[config.mk]
export PLATFORM = sky130hd
export DESIGN_NAME = i2s_adc_rx
export DESIGN_NICKNAME = d
export VERILOG_FILES = /design/src/rtl/i2s_pkg.sv /design/src/rtl/i2s_sample_fifo.sv /design/src/rtl/i2s_adc_rx.sv
export SDC_FILE = /design/constraint.sdc
export NUM_CORES = 1
export LEC_CHECK = 0
export ABC_AREA = 1
export CORE_UTILIZATION = 48
export CTS_CLUSTER_SIZE = 14
export DETAILED_ROUTE_END_ITERATION = 8
export GPL_TIMING_DRIVEN = 1
export PLACE_DENSITY = 0.67
export SETUP_SLACK_MARGIN = 0.02
export SYNTH_ARGS = -nofsm -noshare
export SYNTH_HDL_FRONTEND = slang
export SYNTH_SLANG_ARGS = --single-unit
[constraint.sdc]
create_clock -name clk100 -period 8.8 [get_ports clk100]
set_input_delay 1.76 -clock clk100 [delete_from_list [all_inputs] [get_ports clk100]]
set_output_delay 1.76 -clock clk100 [all_outputs]
set_load 0.1 [all_outputs]
[src/rtl/i2s_pkg.sv]
// Shared constants and types for the I2S ADC receive path.
package i2s_pkg;

    // Default bits per channel word.
    localparam int SAMPLE_W_DEF = 16;

    // Word-capture FSM states.
    typedef enum logic [1:0] {
        ST_SYNC  = 2'd0,
        ST_SHIFT = 2'd1,
        ST_HOLD  = 2'd2
    } rx_state_t;

    // The slot counter must be able to count up to sample_w.
    function automatic int slot_cnt_width(input int sample_w);
        return $clog2(sample_w + 1);
    endfunction

    localparam int SLOT_CNT_W = slot_cnt_width(SAMPLE_W_DEF);

endpackage

[src/rtl/i2s_sample_fifo.sv]
// Synchronous FIFO of stereo pairs.
// The head output reads zero while the FIFO is empty.
// DEPTH must be a power of two and at least 2, so the pointers wrap naturally.
module i2s_sample_fifo #(
    parameter int WIDTH = 32,
    parameter int DEPTH = 4
) (
    input  logic             clk100,
    input  logic             rst,
    input  logic             push,
    input  logic [WIDTH-1:0] push_data,
    input  logic             pop,
    output logic [WIDTH-1:0] head,
    output logic             empty,
    output logic             full
);

    localparam int PTR_W = $clog2(DEPTH);
    localparam int CNT_W = $clog2(DEPTH + 1);

    logic [WIDTH-1:0] mem [DEPTH];
    logic [PTR_W-1:0] wr_ptr;
    logic [PTR_W-1:0] rd_ptr;
    logic [CNT_W-1:0] count;
    logic             do_pop;
    logic             do_push;

    assign empty   = (count == '0);
    assign full    = (count == CNT_W'(DEPTH));
    assign do_pop  = pop & ~empty;
    // A full FIFO still accepts a push when a pop frees a slot in the same cycle.
    assign do_push = push & (~full | do_pop);
    assign head    = empty ? '0 : mem[rd_ptr];

    // Storage array; written only on an accepted push.
    always_ff @(posedge clk100) begin
        if (do_push) begin
            mem[wr_ptr] <= push_data;
        end
    end

    // Pointer and occupancy bookkeeping.
    always_ff @(posedge clk100 or posedge rst) begin
        if (rst) begin
            wr_ptr <= '0;
            rd_ptr <= '0;
            count  <= '0;
        end else begin
            if (do_push) begin
                wr_ptr <= wr_ptr + PTR_W'(1);
            end
            if (do_pop) begin
                rd_ptr <= rd_ptr + PTR_W'(1);
            end
            case ({do_push, do_pop})
                2'b10:   count <= count + CNT_W'(1);
                2'b01:   count <= count - CNT_W'(1);
                default: count <= count;
            endcase
        end
    end

endmodule

[src/rtl/i2s_adc_rx.sv]
// I2S ADC receiver: synchronises the codec serial lines into clk100,
// assembles left/right words and queues complete stereo pairs.
module i2s_adc_rx
    import i2s_pkg::*;
#(
    parameter int SAMPLE_W    = SAMPLE_W_DEF,
    parameter int FIFO_DEPTH  = 4,
    parameter int SYNC_STAGES = 2
) (
    input  logic                clk100,
    input  logic                rst,
    input  logic                enable_i,
    input  logic                bclk_i,
    input  logic                lrclk_i,
    input  logic                adcdat_i,
    output logic [SAMPLE_W-1:0] sample_left_o,
    output logic [SAMPLE_W-1:0] sample_right_o,
    output logic                sample_valid_o,
    input  logic                sample_ready_i,
    output logic                overflow_o,
    output logic                short_err_o
);

    localparam int CNT_W  = slot_cnt_width(SAMPLE_W);
    localparam int PAIR_W = 2 * SAMPLE_W;

    logic [SYNC_STAGES-1:0] bclk_sync;
    logic [SYNC_STAGES-1:0] lr_sync;
    logic [SYNC_STAGES-1:0] dat_sync;
    logic                   bclk_s;
    logic                   lr_s;
    logic                   dat_s;
    logic                   bclk_prev;
    logic                   bit_event;

    rx_state_t              state;
    rx_state_t              state_next;
    logic                   lr_prev;
    logic                   lr_seen;
    logic                   slot0;
    logic                   chan;
    logic [CNT_W-1:0]       slot_cnt;
    logic [SAMPLE_W-1:0]    shift_reg;
    logic [SAMPLE_W-1:0]    word_next;
    logic [SAMPLE_W-1:0]    pending_left;
    logic                   left_ok;
    logic                   shift_en;
    logic                   word_done;
    logic                   short_det;

    logic                   push_req;
    logic                   pop;
    logic [PAIR_W-1:0]      fifo_head;
    logic                   fifo_empty;
    logic                   fifo_full;

    assign bclk_s    = bclk_sync[SYNC_STAGES-1];
    assign lr_s      = lr_sync[SYNC_STAGES-1];
    assign dat_s     = dat_sync[SYNC_STAGES-1];
    assign bit_event = bclk_s & ~bclk_prev;
    // A channel boundary needs a reference lrclk from an earlier bit event.
    assign slot0     = bit_event & lr_seen & (lr_s != lr_prev);
    assign word_next = {shift_reg[SAMPLE_W-2:0], dat_s};
    assign push_req  = word_done & chan & left_ok;
    assign pop       = ~fifo_empty & sample_ready_i;

    // Synchroniser chains for the asynchronous codec lines plus bclk edge history.
    always_ff @(posedge clk100 or posedge rst) begin
        if (rst) begin
            bclk_sync <= '0;
            lr_sync   <= '0;
            dat_sync  <= '0;
            bclk_prev <= 1'b0;
        end else begin
            bclk_sync <= {bclk_sync[SYNC_STAGES-2:0], bclk_i};
            lr_sync   <= {lr_sync[SYNC_STAGES-2:0], lrclk_i};
            dat_sync  <= {dat_sync[SYNC_STAGES-2:0], adcdat_i};
            bclk_prev <= bclk_s;
        end
    end

    // FSM state register.
    always_ff @(posedge clk100 or posedge rst) begin
        if (rst) begin
            state <= ST_SYNC;
        end else begin
            state <= state_next;
        end
    end

    // Next-state and per-bit-event control decisions.
    always_comb begin
        state_next = state;
        shift_en   = 1'b0;
        word_done  = 1'b0;
        short_det  = 1'b0;
        if (!enable_i) begin
            state_next = ST_SYNC;
        end else if (bit_event) begin
            case (state)
                ST_SYNC: begin
                    if (slot0) begin
                        state_next = ST_SHIFT;
                    end
                end
                ST_SHIFT: begin
                    if (slot0) begin
                        short_det = 1'b1;
                    end else begin
                        shift_en = 1'b1;
                        if (slot_cnt == CNT_W'(SAMPLE_W - 1)) begin
                            word_done  = 1'b1;
                            state_next = ST_HOLD;
                        end
                    end
                end
                ST_HOLD: begin
                    if (slot0) begin
                        state_next = ST_SHIFT;
                    end
                end
                default: state_next = ST_SYNC;
            endcase
        end
    end

    // Word assembly, left pairing and registered error pulses.
    always_ff @(posedge clk100 or posedge rst) begin
        if (rst) begin
            lr_prev      <= 1'b0;
            lr_seen      <= 1'b0;
            chan         <= 1'b0;
            slot_cnt     <= '0;
            shift_reg    <= '0;
            pending_left <= '0;
            left_ok      <= 1'b0;
            short_err_o  <= 1'b0;
            overflow_o   <= 1'b0;
        end else begin
            short_err_o <= short_det;
            overflow_o  <= push_req & fifo_full & ~pop;
            if (!enable_i) begin
                lr_seen  <= 1'b0;
                left_ok  <= 1'b0;
                slot_cnt <= '0;
            end else if (bit_event) begin
                lr_prev <= lr_s;
                lr_seen <= 1'b1;
                if (slot0) begin
                    slot_cnt <= '0;
                    chan     <= lr_s;
                end else if (shift_en) begin
                    shift_reg <= word_next;
                    slot_cnt  <= slot_cnt + CNT_W'(1);
                end
                if (short_det) begin
                    left_ok <= 1'b0;
                end
                if (word_done) begin
                    if (!chan) begin
                        pending_left <= word_next;
                        left_ok      <= 1'b1;
                    end else begin
                        left_ok <= 1'b0;
                    end
                end
            end
        end
    end

    i2s_sample_fifo #(
        .WIDTH (PAIR_W),
        .DEPTH (FIFO_DEPTH)
    ) u_fifo (
        .clk100    (clk100),
        .rst       (rst),
        .push      (push_req),
        .push_data ({pending_left, word_next}),
        .pop       (pop),
        .head      (fifo_head),
        .empty     (fifo_empty),
        .full      (fifo_full)
    );

    assign sample_valid_o = ~fifo_empty;
    assign sample_left_o  = fifo_head[PAIR_W-1:SAMPLE_W];
    assign sample_right_o = fifo_head[SAMPLE_W-1:0];

endmodule
==> impl_metrics.env, run 1 <==
export IMPL_syn_area_sq_um=7427
export IMPL_r2r_slack_ps=6260
export IMPL_drtIter0Drc=374
export IMPL_synth_mux_area_frac=0
export IMPL_crit_family="buffers and inverters"
export IMPL_start_util=0.4904
export IMPL_hold_path_depth=0
export IMPL_cts_tree="done"
export IMPL_largest_register_ffs=128
export IMPL_synth_compound_area_share=0.09417
export IMPL_synth_distinct_cells=27
export IMPL_multi_input_area_sq_um=1793
export IMPL_h_tree_depth=4
export IMPL_grt_antenna_before_repair=0
export IMPL_placementRows=45
export IMPL_finalNetCount=703
export IMPL_dp_hpwl_microns=8063
export IMPL_register_area_sq_um=5296
export IMPL_fin_crit_sh=0.6263
export IMPL_port_buffers=41
export IMPL_fin_ws_ps=3289
export IMPL_synth_warnings=0
export IMPL_max_freq_ghz=0.1815
export IMPL_synth_nets=664
export IMPL_placed_area_sq_um=7998
export IMPL_synthAdderAreaFrac=0.01280
export IMPL_cts_resized=0
export IMPL_critPathLaunchType="register"
export IMPL_fillers=1232
export IMPL_drtPass1Iterations=5
export IMPL_hold_path_end="lr_sync[1]"
export IMPL_path_class="reg -> out"
export IMPL_wl_microns=14090
export IMPL_final_cell_mix="142 x nor2_1, 128 x edfxtp_1, 80 x o21ai_0, 64 x nand2_1, 57 x dfrtp_1"
export IMPL_hp_start="lr_sync[0]"
export IMPL_slowest_delay_ps=1180
export IMPL_grt_setup_unrepaired="false"
export IMPL_clockRootBuffer="clkbuf_16"
export IMPL_die_x_microns=126.4
export IMPL_gr_total_overflow=0
export IMPL_fin_cells=890
export IMPL_final_common_cell="nor2_1"
export IMPL_min_path_type="reg -> reg"
export IMPL_dp_cells=858
export IMPL_wire_per_inst_microns=15.84
export IMPL_max_slew_margin=0.3494
export IMPL_vias=4619
export IMPL_r2r_cells=11
export IMPL_synthCells=650
export IMPL_maxCapViolations=0
export IMPL_clk_insertion_delay_late_ps=420
export IMPL_critPathBufInv=3
export IMPL_die_y_microns=126.4
export IMPL_cts_buffers=17
export IMPL_synth_top_family_by_area="simple AND/OR/NAND/NOR gates"
export IMPL_drc=0
export IMPL_worst_pin_slew_ps=972.8
export IMPL_grt_pass1_wl_microns=23240
export IMPL_cts_buffer_depth=2
export IMPL_globalplace_congestion=0.7675
export IMPL_die_area_sq_um=15970
export IMPL_final_max_slew_violation_count=0
export IMPL_avgSynthCellArea_sq_um=11.43
export IMPL_cp_end_kind="primary output"
export IMPL_grt_pass1_vias=4600
export IMPL_grt_max_degree=66
export IMPL_finalCriticalPeriod_ps=5511
export IMPL_holdBufCountCts=0
export IMPL_fin_skew_ps=13.53
export IMPL_post_cts_buffers=0
export IMPL_path_cells="buf_4 -> inv_2 -> o21ai_0 -> a21oi_1 -> clkdlybuf4s50_1"
export IMPL_place_ws_ps=3726
export IMPL_slowest_stage="clkdlybuf4s50_1"
export IMPL_coreArea_sq_um=15150
export IMPL_ant_nets=0
export IMPL_ys_ff_latch=186
export IMPL_cts_sinks=186
export IMPL_pin_count=42
export IMPL_synth_seq_area_share=0.7129
export IMPL_fin_area_sq_um=8561
export IMPL_vias_per_cell=5.190
export IMPL_status="finished clean"
export IMPL_cp_arrival_ps=3750
export IMPL_diodes=0
export IMPL_synthXorXnorAreaFrac=0.003538
export IMPL_r2r_end="u_fifo.mem[2][8]"
export IMPL_setup_viol=0
export IMPL_hold_violations=0
export IMPL_drive_above_1_share=0.08120
export IMPL_syn2layout_area_growth_pct=15.26
export IMPL_r2r_start="slot_cnt[0]"
export IMPL_worstPathRequired_ps=7040
export IMPL_path_depth=5
export IMPL_tns_ps=0
export IMPL_clkSlewWorstSetupHoldPaths_ps=60
export IMPL_grt_use_total=0.1916
export IMPL_cp_max_fo=65
export IMPL_synth_simple_area_share=0.1295
[area by class of cell]
cell class	instances	area share
clock buffer	21	0.05379
clock inverter	11	0.01198
inverter	52	0.02280
multi-input combinational	382	0.2094
sequential	186	0.6187
tap	188	0.02748
timing repair buffer	50	0.05583
[logic make-up (layout without fill, tap and decap cells)]
group | Yosys count | after routing
flops | 186 | 186
xor+xnor | 3 | 3
fa+ha+maj | 7 | 7
compound gates | 139 | 139
buf+inv | 82 | 134
simple gates | 233 | 233
[worst max path at each step]
| stage | to | start |
|---|---|---|
| finish | sample_right_o[11] | u_fifo.rd_ptr[0] |
| CTS | sample_right_o[13] | u_fifo.rd_ptr[0] |
| detailed placement | sample_right_o[0] | u_fifo.rd_ptr[0] |
| global placement | sample_right_o[13] | u_fifo.rd_ptr[0] |
| floorplan | sample_left_o[0] | u_fifo.count[0] |
| global route | sample_right_o[13] | u_fifo.rd_ptr[0] |
[worst reg2reg max path: cells and delay by family (launching register included)]
family	cells	cell delay, ps
simple gates	6	720
buf+inv	3	660
flops	1	390
fa+ha+maj	2	370
[cells in the mapped netlist]
library cell  count  share of area
a21oi_1          35          0.024
buf_2             9         0.0061
buf_4             2         0.0020
buf_6             3         0.0045
clkbuf_1         16         0.0081
dfrtp_1          58           0.20
edfxtp_1        128           0.52
fa_1              1         0.0027
ha_1              6          0.010
inv_1            48          0.024
inv_2             4         0.0020
nand2_1          64          0.032
nand2_2           1        0.00084
nand2_4           1         0.0015
nand3_1           7         0.0047
nand3_2           3         0.0040
nand4_1           1        0.00084
nor2_1          146          0.074
nor2_2            2         0.0017
nor2_4            5         0.0076
nor3_1            2         0.0013
nor4_1            1        0.00084
o211ai_1          1         0.0010
o21ai_0          80          0.054
o21ai_1          22          0.015
o22ai_1           1        0.00084
xor2_1            3         0.0035
[per-stage QoR]
stage | utilization | hold slack, ps
final | 0.5652 | 348.5
after detailed placement | 0.5280 | 335.5
after global routing | 0.5652 | 357.0
after floorplan | - | 331.2
after CTS | 0.5652 | 349.6
after global placement | 0.5280 | 331.1
[routing by layer]
| layer | routed length (microns) | share of wire | vias up | global-route usage |
|---|---|---|---|---|
| li1 | - | - | 2263 | - |
| met1 | 6121 | 0.43 | 2240 | 0.2338 |
| met2 | 7320 | 0.52 | 98 | 0.3344 |
| met3 | 453 | 0.032 | 18 | 0.03712 |
| met4 | 198 | 0.014 | 0 | 0.08079 |
| met5 | 0 | 0 | - | 0 |
Power of run 1 is left out: the tool's default activity adds up to more than one toggle a clock period on the data nets, which glitch-free logic cannot reach.
==> run 2: changes to the inputs <==
- clock period: 8.8 -> 5.2 ns (I/O delays scaled with it)
==> run 2 against run 1 <==
- die area stayed put
- core utilization increased by 0.21 points
- first-iteration DRC count is 0.80% higher
- design area up 0.37%
- clock-buffer cell count is 1 lower
- critical path depth is 1 higher
- worst hold slack lost 1.5 ps
- cell count grew 0.45%
- global-route usage rose by 0.92 points
- sequential share of layout area fell by 0.23 points
- largest cell class unchanged
==> impl_metrics.env, run 2 (same netlist as run 1, synthesis figures left out) <==
export IMPL_coreArea_sq_um=15150
export IMPL_hold_violations=0
export IMPL_placementRows=45
export IMPL_path_class="reg -> out"
export IMPL_cp_end_kind="primary output"
export IMPL_status="finished clean"
export IMPL_grt_pass1_vias=4720
export IMPL_h_tree_depth=4
export IMPL_finalCriticalPeriod_ps=3523
export IMPL_fin_skew_ps=7.166
export IMPL_hold_path_depth=0
export IMPL_die_y_microns=126.4
export IMPL_drtPass1Iterations=7
export IMPL_clkSlewWorstSetupHoldPaths_ps=60
export IMPL_post_cts_buffers=0
export IMPL_largest_register_ffs=128
export IMPL_drc=0
export IMPL_holdBufCountCts=0
export IMPL_worst_pin_slew_ps=967.0
export IMPL_final_cell_mix="142 x nor2_1, 128 x edfxtp_1, 80 x o21ai_0, 64 x nand2_1, 57 x dfrtp_1"
export IMPL_diodes=0
export IMPL_cts_buffer_depth=2
export IMPL_cp_arrival_ps=2480
export IMPL_cts_buffers=17
export IMPL_dp_cells=862
export IMPL_wire_per_inst_microns=16.51
export IMPL_worst_path_most_repeated_cell="buf_4"
export IMPL_setup_viol=0
export IMPL_grt_use_total=0.2009
export IMPL_gr_total_overflow=0
export IMPL_drive_above_1_share=0.1402
export IMPL_slowest_delay_ps=700
export IMPL_hold_path_end="dat_sync[1]"
export IMPL_cts_sinks=186
export IMPL_die_area_sq_um=15970
export IMPL_start_util=0.4904
export IMPL_slowest_stage="inv_1"
export IMPL_fin_crit_sh=0.6775
export IMPL_grt_pass1_wl_microns=24220
export IMPL_pin_count=42
export IMPL_ant_nets=0
export IMPL_maxCapViolations=0
export IMPL_die_x_microns=126.4
export IMPL_fin_cells=894
export IMPL_r2r_start="slot_cnt[0]"
export IMPL_worstPathRequired_ps=4160
export IMPL_vias_per_cell=5.261
export IMPL_r2r_end="u_fifo.mem[3][3]"
export IMPL_wl_microns=14760
export IMPL_finalNetCount=707
export IMPL_max_slew_margin=0.3553
export IMPL_clk_insertion_delay_late_ps=430
export IMPL_cp_max_fo=23
export IMPL_dp_hpwl_microns=8898
export IMPL_critPathLaunchType="register"
export IMPL_port_buffers=41
export IMPL_path_cells="nor2_1 -> nand2_1 -> inv_1 -> buf_4 -> a21oi_1 -> buf_4"
export IMPL_final_max_slew_violation_count=0
export IMPL_final_common_cell="nor2_1"
export IMPL_min_path_type="reg -> reg"
export IMPL_grt_antenna_before_repair=0
export IMPL_tns_ps=0
export IMPL_r2r_cells=11
export IMPL_cts_resized=0
export IMPL_r2r_slack_ps=2270
export IMPL_cts_tree="done"
export IMPL_vias=4703
export IMPL_clockRootBuffer="clkbuf_16"
export IMPL_grt_setup_unrepaired="false"
export IMPL_drtIter0Drc=377
export IMPL_syn2layout_area_growth_pct=15.68
export IMPL_hp_start="dat_sync[0]"
export IMPL_grt_max_degree=66
export IMPL_max_freq_ghz=0.2839
export IMPL_globalplace_congestion=0.7630
run 2: cell count changes in the layout (fill, tap and decap cells not counted), moves of 2 or more:
| cell | delta |
|---|---|
| buf_4 | +36 |
| bufinv_16 | +2 |
| clkbuf_1 | -2 |
| clkdlybuf4s50_1 | -32 |
| clkinv_1 | -4 |
run 2: how the worst max path moves through the flow:
stage	start	to	slack (ps)
final	u_fifo.count[0]	sample_right_o[12]	1680
after global routing	u_fifo.count[0]	sample_right_o[11]	1510
after CTS	u_fifo.count[0]	sample_right_o[0]	1610
after detailed placement	enable_i	u_fifo.mem[3][9]	1470
after global placement	enable_i	u_fifo.mem[3][3]	1520
after floorplan	u_fifo.count[0]	sample_left_o[0]	1100
run 2: area by class of cell:
cell class / instances / area [sq um]
flip-flops and latches: 186 / 5296
multi-input cells: 382 / 1793
clock inverters: 12 / 166.4
fillers: 1277 / 6554
repair buffers: 54 / 427.9
clock buffers: 20 / 478.0
inverters: 52 / 195.2
well taps: 188 / 235.2
run 2: worst max-delay path, delay by kind of cell, from the launching register on:
kind	cells	cell delay, ps
AO/OA/AOI/OAI	1	90
buffers and inverters	3	1280
flip-flops	1	420
AND/OR/NAND/NOR	2	250
run 2: routing by layer:
metal	track usage	vias to the layer above	share of wire
met3	0.04007	21	0.034
li1	-	2269	-
met1	0.2591	2326	0.44
met5	0	-	0
met2	0.3351	87	0.50
met4	0.08221	0	0.017
run 2: stage by stage:
| step | setup WS [ps] | area, sq um | utilization | hold slack, ps |
|---|---|---|---|---|
| after CTS | 1609 | 8592 | 0.5673 | 350.8 |
| after detailed placement | 1467 | 7948 | 0.5247 | 335.8 |
| final | 1677 | 8592 | 0.5673 | 347.0 |
| after global routing | 1505 | 8592 | 0.5673 | 351.0 |
| after global placement | 1519 | 7948 | 0.5247 | 332.8 |
| after floorplan | 1097 | 7427 | - | 331.2 |
Power of run 2 is left out for the same reason.
